[src/rtl/axi_pkg.sv]
// axi_pkg: AXI4 response/burst/size encodings and the mem2axi FSM state type.
package axi_pkg;

   // AXI response codes (also the encoding of the bridge's `bad` output)
   localparam logic [1:0] RESP_OKAY   = 2'b00;
   localparam logic [1:0] RESP_EXOKAY = 2'b01;
   localparam logic [1:0] RESP_SLVERR = 2'b10;
   localparam logic [1:0] RESP_DECERR = 2'b11;

   // AXI burst encodings
   localparam logic [1:0] BURST_FIXED = 2'b00;
   localparam logic [1:0] BURST_INCR  = 2'b01;
   localparam logic [1:0] BURST_WRAP  = 2'b10;

   // Size encoding for a 32-bit beat, and the single-beat length
   localparam logic [2:0] AXI_SIZE_4B = 3'b010;
   localparam logic [7:0] AXI_LEN_1   = 8'd0;

   // Bridge FSM states
   typedef enum logic [2:0] {
      IDLE = 3'd0,
      RD_A = 3'd1,
      RD_D = 3'd2,
      WR_A = 3'd3,
      WR_B = 3'd4
   } state_t;

   // Anything other than OKAY is reported as a write error
   function automatic logic resp_is_err(input logic [1:0] resp);
      return (resp != RESP_OKAY);
   endfunction

endpackage

[src/rtl/mem2axi.sv]
// mem2axi: single-outstanding bridge from the cs/we/addr/byte_en request port to a
// single-beat AXI4 initiator. Define MEM2AXI_WPOST_EN to post writes: the bridge
// returns to IDLE after AW/W, tracks the B response in the background and flags
// an errored B on wr_err; later AR/AW issue waits for that B (ordering).
// The byte strobe and read data ports are named byte_en/dout because `byte` and
// `do` are reserved words in SystemVerilog.
module mem2axi
   import axi_pkg::*;
#(
   parameter int ID_W   = 10,
   parameter int ID_VAL = 0
) (
   input  logic            clk,
   input  logic            rst,
   // request port
   input  logic            cs,
   input  logic            we,
   input  logic [31:0]     addr,
   input  logic [3:0]      byte_en,
   input  logic [31:0]     di,
   output logic [31:0]     dout,
   output logic [1:0]      bad,
   output logic            busy,
   output logic            wr_err,
   // AXI write address
   output logic [ID_W-1:0] awid,
   output logic [31:0]     awaddr,
   output logic [7:0]      awlen,
   output logic [2:0]      awsize,
   output logic [1:0]      awburst,
   output logic            awvalid,
   input  logic            awready,
   // AXI write data
   output logic [31:0]     wdata,
   output logic [3:0]      wstrb,
   output logic            wlast,
   output logic            wvalid,
   input  logic            wready,
   // AXI write response
   input  logic [ID_W-1:0] bid,
   input  logic [1:0]      bresp,
   input  logic            bvalid,
   output logic            bready,
   // AXI read address
   output logic [ID_W-1:0] arid,
   output logic [31:0]     araddr,
   output logic [7:0]      arlen,
   output logic [2:0]      arsize,
   output logic [1:0]      arburst,
   output logic            arvalid,
   input  logic            arready,
   // AXI read data
   input  logic [ID_W-1:0] rid,
   input  logic [31:0]     rdata,
   input  logic [1:0]      rresp,
   input  logic            rlast,
   input  logic            rvalid,
   output logic            rready
);

   localparam logic [ID_W-1:0] ID_CONST = ID_W'(ID_VAL);

   state_t      state_r, state_nx;
   logic [29:0] addr_r;
   logic [3:0]  be_r;
   logic [31:0] di_r;
   logic        issued_r, issued_nx;
   logic        arvalid_r, arvalid_nx;
   logic        awvalid_r, awvalid_nx;
   logic        wvalid_r, wvalid_nx;
   logic        rready_r, rready_nx;
   logic        bready_r, bready_nx;
   logic [31:0] dout_r, dout_nx;
   logic [1:0]  bad_r, bad_nx;
   logic        busy_r, busy_nx;
   logic        wr_err_r, wr_err_nx;
   logic        b_pend_r, b_pend_nx;
   logic        accept_s;
   logic        go_s;
   logic        aw_left_s;
   logic        w_left_s;
   logic        unused_s;

   // IDs, beat routing and the low address bits play no part in a single-beat,
   // single-outstanding, word-aligned bridge.
   assign unused_s = ^{bid, rid, rlast, addr[1:0]};

   // Next-state and next-output logic; every output is registered from these values.
   always_comb begin
      state_nx   = state_r;
      issued_nx  = issued_r;
      arvalid_nx = arvalid_r;
      awvalid_nx = awvalid_r;
      wvalid_nx  = wvalid_r;
      rready_nx  = rready_r;
      bready_nx  = bready_r;
      dout_nx    = dout_r;
      bad_nx     = bad_r;
      wr_err_nx  = 1'b0;
      b_pend_nx  = b_pend_r;
      accept_s   = 1'b0;
      aw_left_s  = awvalid_r & ~awready;
      w_left_s   = wvalid_r & ~wready;

`ifdef MEM2AXI_WPOST_EN
      // Background B response for a posted write (bready mirrors b_pend).
      if (b_pend_r && bvalid) begin
         b_pend_nx = 1'b0;
         bready_nx = 1'b0;
         wr_err_nx = resp_is_err(bresp);
      end else begin
         b_pend_nx = b_pend_r;
      end
`endif

      // A new AR/AW may be issued only once no posted B is outstanding.
      go_s = ~b_pend_nx;

      case (state_r)
         IDLE: begin
            if (cs) begin
               accept_s  = 1'b1;
               issued_nx = go_s;
               if (we) begin
                  state_nx   = WR_A;
                  awvalid_nx = go_s;
                  wvalid_nx  = go_s;
               end else begin
                  state_nx   = RD_A;
                  arvalid_nx = go_s;
               end
            end else begin
               state_nx = IDLE;
            end
         end

         RD_A: begin
            if (!issued_r) begin
               // Captured while a posted B was pending: issue once it clears.
               issued_nx  = go_s;
               arvalid_nx = go_s;
            end else if (arready) begin
               issued_nx  = 1'b0;
               arvalid_nx = 1'b0;
               rready_nx  = 1'b1;
               state_nx   = RD_D;
            end else begin
               arvalid_nx = 1'b1;
            end
         end

         RD_D: begin
            if (rvalid) begin
               dout_nx   = rdata;
               bad_nx    = rresp;
               rready_nx = 1'b0;
               state_nx  = IDLE;
            end else begin
               rready_nx = 1'b1;
            end
         end

         WR_A: begin
            if (!issued_r) begin
               issued_nx  = go_s;
               awvalid_nx = go_s;
               wvalid_nx  = go_s;
            end else begin
               // AW and W each drop on their own handshake.
               awvalid_nx = aw_left_s;
               wvalid_nx  = w_left_s;
               if (!aw_left_s && !w_left_s) begin
                  issued_nx = 1'b0;
`ifdef MEM2AXI_WPOST_EN
                  state_nx  = IDLE;
                  bad_nx    = RESP_OKAY;
                  b_pend_nx = 1'b1;
                  bready_nx = 1'b1;
`else
                  state_nx  = WR_B;
                  bready_nx = 1'b1;
`endif
               end else begin
                  state_nx = WR_A;
               end
            end
         end

         WR_B: begin
            if (bvalid) begin
               bad_nx    = bresp;
               bready_nx = 1'b0;
               state_nx  = IDLE;
            end else begin
               bready_nx = 1'b1;
            end
         end

         default: begin
            state_nx   = IDLE;
            issued_nx  = 1'b0;
            arvalid_nx = 1'b0;
            awvalid_nx = 1'b0;
            wvalid_nx  = 1'b0;
            rready_nx  = 1'b0;
            bready_nx  = 1'b0;
            b_pend_nx  = 1'b0;
         end
      endcase

      busy_nx = (state_nx != IDLE);
   end

   // State and registered outputs; reset drops every valid/ready immediately.
   always_ff @(posedge clk or posedge rst) begin
      if (rst) begin
         state_r   <= IDLE;
         issued_r  <= 1'b0;
         arvalid_r <= 1'b0;
         awvalid_r <= 1'b0;
         wvalid_r  <= 1'b0;
         rready_r  <= 1'b0;
         bready_r  <= 1'b0;
         dout_r    <= 32'h0000_0000;
         bad_r     <= RESP_OKAY;
         busy_r    <= 1'b0;
         wr_err_r  <= 1'b0;
         b_pend_r  <= 1'b0;
      end else begin
         state_r   <= state_nx;
         issued_r  <= issued_nx;
         arvalid_r <= arvalid_nx;
         awvalid_r <= awvalid_nx;
         wvalid_r  <= wvalid_nx;
         rready_r  <= rready_nx;
         bready_r  <= bready_nx;
         dout_r    <= dout_nx;
         bad_r     <= bad_nx;
         busy_r    <= busy_nx;
         wr_err_r  <= wr_err_nx;
         b_pend_r  <= b_pend_nx;
      end
   end

   // Request capture at acceptance; requester inputs are ignored afterwards.
   always_ff @(posedge clk or posedge rst) begin
      if (rst) begin
         addr_r <= 30'd0;
         be_r   <= 4'h0;
         di_r   <= 32'h0000_0000;
      end else if (accept_s) begin
         addr_r <= addr[31:2];
         be_r   <= byte_en;
         di_r   <= di;
      end else begin
         addr_r <= addr_r;
         be_r   <= be_r;
         di_r   <= di_r;
      end
   end

   // Requester side
   assign dout    = dout_r;
   assign bad     = bad_r;
   assign busy    = busy_r;
   assign wr_err  = wr_err_r;

   // AXI write channels
   assign awid    = ID_CONST;
   assign awaddr  = {addr_r, 2'b00};
   assign awlen   = AXI_LEN_1;
   assign awsize  = AXI_SIZE_4B;
   assign awburst = BURST_INCR;
   assign awvalid = awvalid_r;
   assign wdata   = di_r;
   assign wstrb   = be_r;
   assign wlast   = 1'b1;
   assign wvalid  = wvalid_r;
   assign bready  = bready_r;

   // AXI read channels
   assign arid    = ID_CONST;
   assign araddr  = {addr_r, 2'b00};
   assign arlen   = AXI_LEN_1;
   assign arsize  = AXI_SIZE_4B;
   assign arburst = BURST_INCR;
   assign arvalid = arvalid_r;
   assign rready  = rready_r;

endmodule

[config.mk]
export PLATFORM = sky130hd
export DESIGN_NAME = mem2axi
export DESIGN_NICKNAME = d
export VERILOG_FILES = /design/src/rtl/axi_pkg.sv /design/src/rtl/mem2axi.sv
export SDC_FILE = /design/constraint.sdc
export NUM_CORES = 1
export LEC_CHECK = 0
export ABC_AREA = 1
export CAP_MARGIN = 20
export CORE_ASPECT_RATIO = 0.9
export CORE_MARGIN = 2
export CORE_UTILIZATION = 34
export CTS_CLUSTER_SIZE = 40
export DETAILED_ROUTE_END_ITERATION = 10
export HOLD_SLACK_MARGIN = 0.06
export PLACE_DENSITY = 0.86
export SETUP_SLACK_MARGIN = 0.4
export SKIP_CTS_REPAIR_TIMING = 1
export SYNTH_ARGS = -nofsm -noshare
export SYNTH_HDL_FRONTEND = slang
export SYNTH_SLANG_ARGS = --single-unit
[constraint.sdc]
create_clock -name clk -period 3.5 [get_ports clk]
set_input_delay 0.7 -clock clk [delete_from_list [all_inputs] [get_ports clk]]
set_output_delay 0.7 -clock clk [all_outputs]
set_load 0.02 [all_outputs]
======== Word-level counts from Yosys, hierarchy flattened ========
Index checks and enable logic that the tools add are counted.
W data, S select, Z words.
operators by class
  div/mod/pow operators ................... 0
  muxes and demuxes ....................... 37
  order comparisons ....................... 0
  multipliers ............................. 0
  add/subtract/negate cells ............... 0
  equality and inequality tests ........... 13
  shift-type cells ........................ 0
  bitwise gates (word level) .............. 9
  reduce and logical (&&, ||, !) cells .... 18
operators with widths
  kind                  count
  $mux W3               7
  $mux W1               19
  $ne A2 B2 Y1 const B  9
  $pmux W1 S3           5
  $pmux W3 S5           1
  $reduce_and A3 Y1     5
  $reduce_or A3 Y1      4
  $not A1 Y1            7
  $eq A3 B2 Y1 const B  2
  $mux W2               3
  $pmux W1 S4           1
  $pmux W2 S2           1
  $reduce_and A2 Y1     2
  $eq A3 B1 Y1 const B  1
  $eq A3 B3 Y1 const B  1
  $logic_not A3 Y1      1
  $reduce_bool A3 Y1    1
  $and A1 B1 Y1         2
  $logic_not A1 Y1      2
  $reduce_bool A2 Y1    1
  $reduce_or A2 Y1      1
  $logic_and A1 B1 Y1   1
storage, ports and cells
  word-level logic and storage cells ...... 90
  bits in writable memories ............... 0
  ROM bits ................................ 0
  register bits after elaboration ......... 110
  bits in latches ......................... 0
  bits of input ports ..................... 134
  memories ................................ 0

======== Depth between registers and ports, before layout ========
  depth in word-level cells ............... 8
  depth in mapped cells ................... 8

======== Worst setup path after synthesis ========
No wires, ideal clock.
  kind .................................... input to register
  start point ............................. in cs
  end point ............................... reg addr_r[0]
  path buffers ............................ 2
  required time ........................... 3.384 ns
  arrival time ............................ 1.229 ns
  stages on the path ...................... 5
  path slack .............................. 2.154 ns
  setup time .............................. 0.116 ns
  cell sequence ........................... nand3_2 buf_4 buf_2 nand2_1 nand2_1
on the way
  cells in the longest elaborated chain, start to end .. 2
ends and longest elaborated chain
  item                  RTL line        source
  start, declared       mem2axi.sv:16   input logic cs,
  $mux W1               mem2axi.sv:121  if (cs) begin
  $mux W1               mem2axi.sv:119  case (state_r)
  end signal, assigned  mem2axi.sv:252  addr_r <= addr[31:2];
  end signal, assigned  mem2axi.sv:256  addr_r <= addr_r;
  end, declared         mem2axi.sv:64   logic [29:0] addr_r;
No other way between the ends.
A chain may end at the register's enable or synchronous reset.

======== Worst setup path in the final report ========
  start point ............................. in cs
  end point ............................... reg addr_r[22]
The elaborated chain is that of the path after synthesis.

==> results.py <==
metrics = {
    "run": {
        "maxCapViolations": 0,
    },
    "global_route": {
        "track_usage_pct": 15.99,
        "first_global_vias": 4054,
        "antenna_found_initial": 0,
        "grt_max_degree": 85,
        "overflow": 0,
        "grt_pass1_wl_um": 20200,
    },
    "place": {
        "port_buffers": 246,
        "place_inst": 1001,
        "dpl.hpwl_um": 9715,
        "routabilityCongestion": 0.8125,
    },
    "cells_and_area": {
        "final_nets": 948,
        "drive_gt1_share_pct": 5.495,
        "fin_cells": 1017,
        "syn2layout_area_growth_pct": 48.08,
        "n_antenna_cell": 0,
    },
    "synth": {
        "ys_warn_count": 0,
        "yosysTopAreaCellShare_pct": 53.48,
        "synth_seq_area_share_pct": 53.48,
        "synth_area_sq_um": 5147,
        "synth_cell_types": 20,
        "syn_area_per_cell_sq_um": 8.494,
        "synth_cells": 606,
        "synthTopCellsByArea": "dfrtp_1 (53%), nand2_1 (20%), buf_4 (13%)",
        "ys_seq_elements": 110,
        "synth_top_cell_by_area": "dfrtp_1",
    },
    "die": {
        "die_area_sq_um": 16140,
        "rows": 42,
        "die_w_um": 133.7,
        "pin_count": 322,
        "start_util_pct": 34.86,
        "die_h_um": 120.7,
        "core-area_sq_um": 14770,
    },
    "worst_setup_path": {
        "arrival_ns": 2.65,
        "path_cells": "clkdlybuf4s50_1 -> nand3_2 -> inv_2 -> buf_12 -> nand2_1 -> nand2_1",
        "worst_path_largest_cell_delay_ns": 0.58,
        "crit_required_ns": 3.78,
        "crit_family": "buffers and inverters",
        "critPathMostFrequentCell": "nand2_1",
        "end_kind": "flip-flop",
        "critPathBufInv": 3,
        "crit_fanout": 38,
        "crit_type": "primary input to flip-flop",
        "cp_slowest_cell": "inv_2",
        "cp-start-kind": "primary input",
    },
    "routing": {
        "wl_per_cell_um": 12.73,
        "ant_nets": 0,
        "wl_um": 12940,
        "vias": 4241,
        "via_per_inst": 4.170,
        "drcViolationCount": 0,
        "dr.pass1.iters": 4,
        "drtIter0Drc": 202,
    },
    "sta": {
        "fin_tns_setup_ns": 0,
        "rsz0062_at_grt": "no",
        "final.period_utilization_pct": 67.73,
        "finalHoldViolations": 0,
        "finalSetupViolCount": 0,
        "drv_slew": 0,
        "fmax_mhz": 421.8,
        "fin_skew_ns": 0.006273,
        "worst_slew_pin_slew_ns": 0.6595,
        "min_period_ns": 2.371,
        "slew_headroom_pct": 55.98,
    },
    "clocking": {
        "clockBufferDepth": 2,
        "cts-root-buf": "clkbuf_16",
        "htreeDepth": 3,
        "clk_latency_ns": 0.35,
        "cts_tree": "built",
        "numCtsBuffers": 9,
        "clk_pin_slew_ns": 0.07,
        "clock-sinks": 110,
    },
    "power_and_ir_drop": {
        "p_leak_nw": 3.838,
        "peakVddDrop_uv": 416.1,
        "p_per_area_nw_per_um2": 924.7,
    },
    "worst_hold_path": {
        "min_path_type": "flip-flop to flip-flop",
    },
    "status": {
        "outcome": "finished clean",
    },
}
registers in the layout (all words and copies together) (netlist names):
| register | count |
|---|---|
| busy | 1 |
| addr_r | 30 |
| arvalid | 1 |
| bready | 1 |
| bad | 2 |
| issued_r | 1 |
| wdata | 32 |
| rready | 1 |
| wstrb | 4 |
| dout | 32 |
| awvalid | 1 |
| wvalid | 1 |
| state_r | 3 |
layer usage:
layer	GRT usage, %	share of wire, %
met1	17.98	40
met3	5.241	6.3
met4	5.186	1.5
met5	0	0
met2	28.62	52
where the power goes:
part	switching, W	internal (W)
Clock	0.000476	0.000490
Sequential	0.000386	0.00187
Combinational	0.00210	0.00173
Total	0.00296	0.00409
Yosys cell counts:
library cell and number:
inv_1 48, conb_1 2, dfrtp_1 110, nand3_1 13
buf_2 5, inv_2 3, nor3_1 1, o211ai_1 1
nor2_2 1, clkbuf_1 4, nor2_4 1, buf_6 6
nand2_2 3, buf_4 88, o21ai_1 13, o21ai_2 15
nand2_1 271, o21ai_0 7, nand3_2 2, nor2_1 12
worst min-delay path, stage by stage (launching register included):
cell and delay, ns:
dfrtp_1 0.34, nand2_1 0.05, nand2_1 0.05
stage by stage:
stage	utilization (%)	hold slack [ns]	instance area (sq um)	setup slack (ns)	total power (W)
detailed placement	49.76	0.4655	7348	0.7151	0.006133
global placement	49.76	0.4609	7348	0.7296	0.006035
global route	51.62	0.5066	7622	0.9296	0.007533
floorplan	-	0.5666	5339	1.471	0.004524
finish	51.62	0.4788	7622	1.129	0.007049
CTS	51.62	0.4850	7622	1.094	0.007141
path summary, 6_finish.rpt:
| check | slack (ns) | depth (start not counted) | startpoint | to |
|---|---|---|---|---|
| min in group asynchronous | 0.76 | 2 | rst | addr_r[11] |
| max reg2reg | 1.35 | 6 | state_r[1] | addr_r[22] |
| max | 1.13 | 6 | cs | addr_r[22] |
| min reg2reg | 0.48 | 2 | wdata[18] | wdata[18] |
| min | 0.48 | 2 | wdata[18] | wdata[18] |
| max in group asynchronous | 1.90 | 3 | rst | wstrb[0] |
layout by cell type (no fill, tap or decap):
cell type | Yosys | routed
nor2_4 | 1 | 1
clkbuf_16 | 0 | 9
buf_12 | 0 | 3
nor2_1 | 12 | 12
nor2_2 | 1 | 1
dfrtp_1 | 110 | 110
conb_1 | 2 | 52
clkdlybuf4s50_1 | 0 | 246
nand2_1 | 271 | 271
clkinv_2 | 0 | 2
o21ai_2 | 15 | 15
nand3_2 | 2 | 2
nor3_1 | 1 | 1
o211ai_1 | 1 | 1
o21ai_0 | 7 | 7
nand3_1 | 13 | 13
clkinv_4 | 0 | 1
inv_1 | 48 | 47
o21ai_1 | 13 | 13
inv_6 | 0 | 3
clkinvlp_4 | 0 | 1
clkbuf_1 | 4 | 1
buf_4 | 88 | 1
inv_2 | 3 | 3
nand2_2 | 3 | 3
final cells by class:
class                           count  area (sq um)
Clock buffer                       10         229.0
Clock inverter                      6         45.04
Fill cell                        1332          7144
Inverter                           51         195.2
Multi-Input combinational cell    392          1623
Sequential cell                   110          2753
Tap cell                          198         247.7
Timing Repair Buffer              250          2530
cell families (layout without fill, tap and decap cells):
kind of cell    count (synthesis)  in the layout  synth area share [%]
simple gates                  304            304                 23.09
buf+inv                       154            317                 18.64
flops                         110            110                 53.48
compound gates                 36             36                 4.643
other cells                     2             52                0.1459
Power figures use the tool's default switching activity.
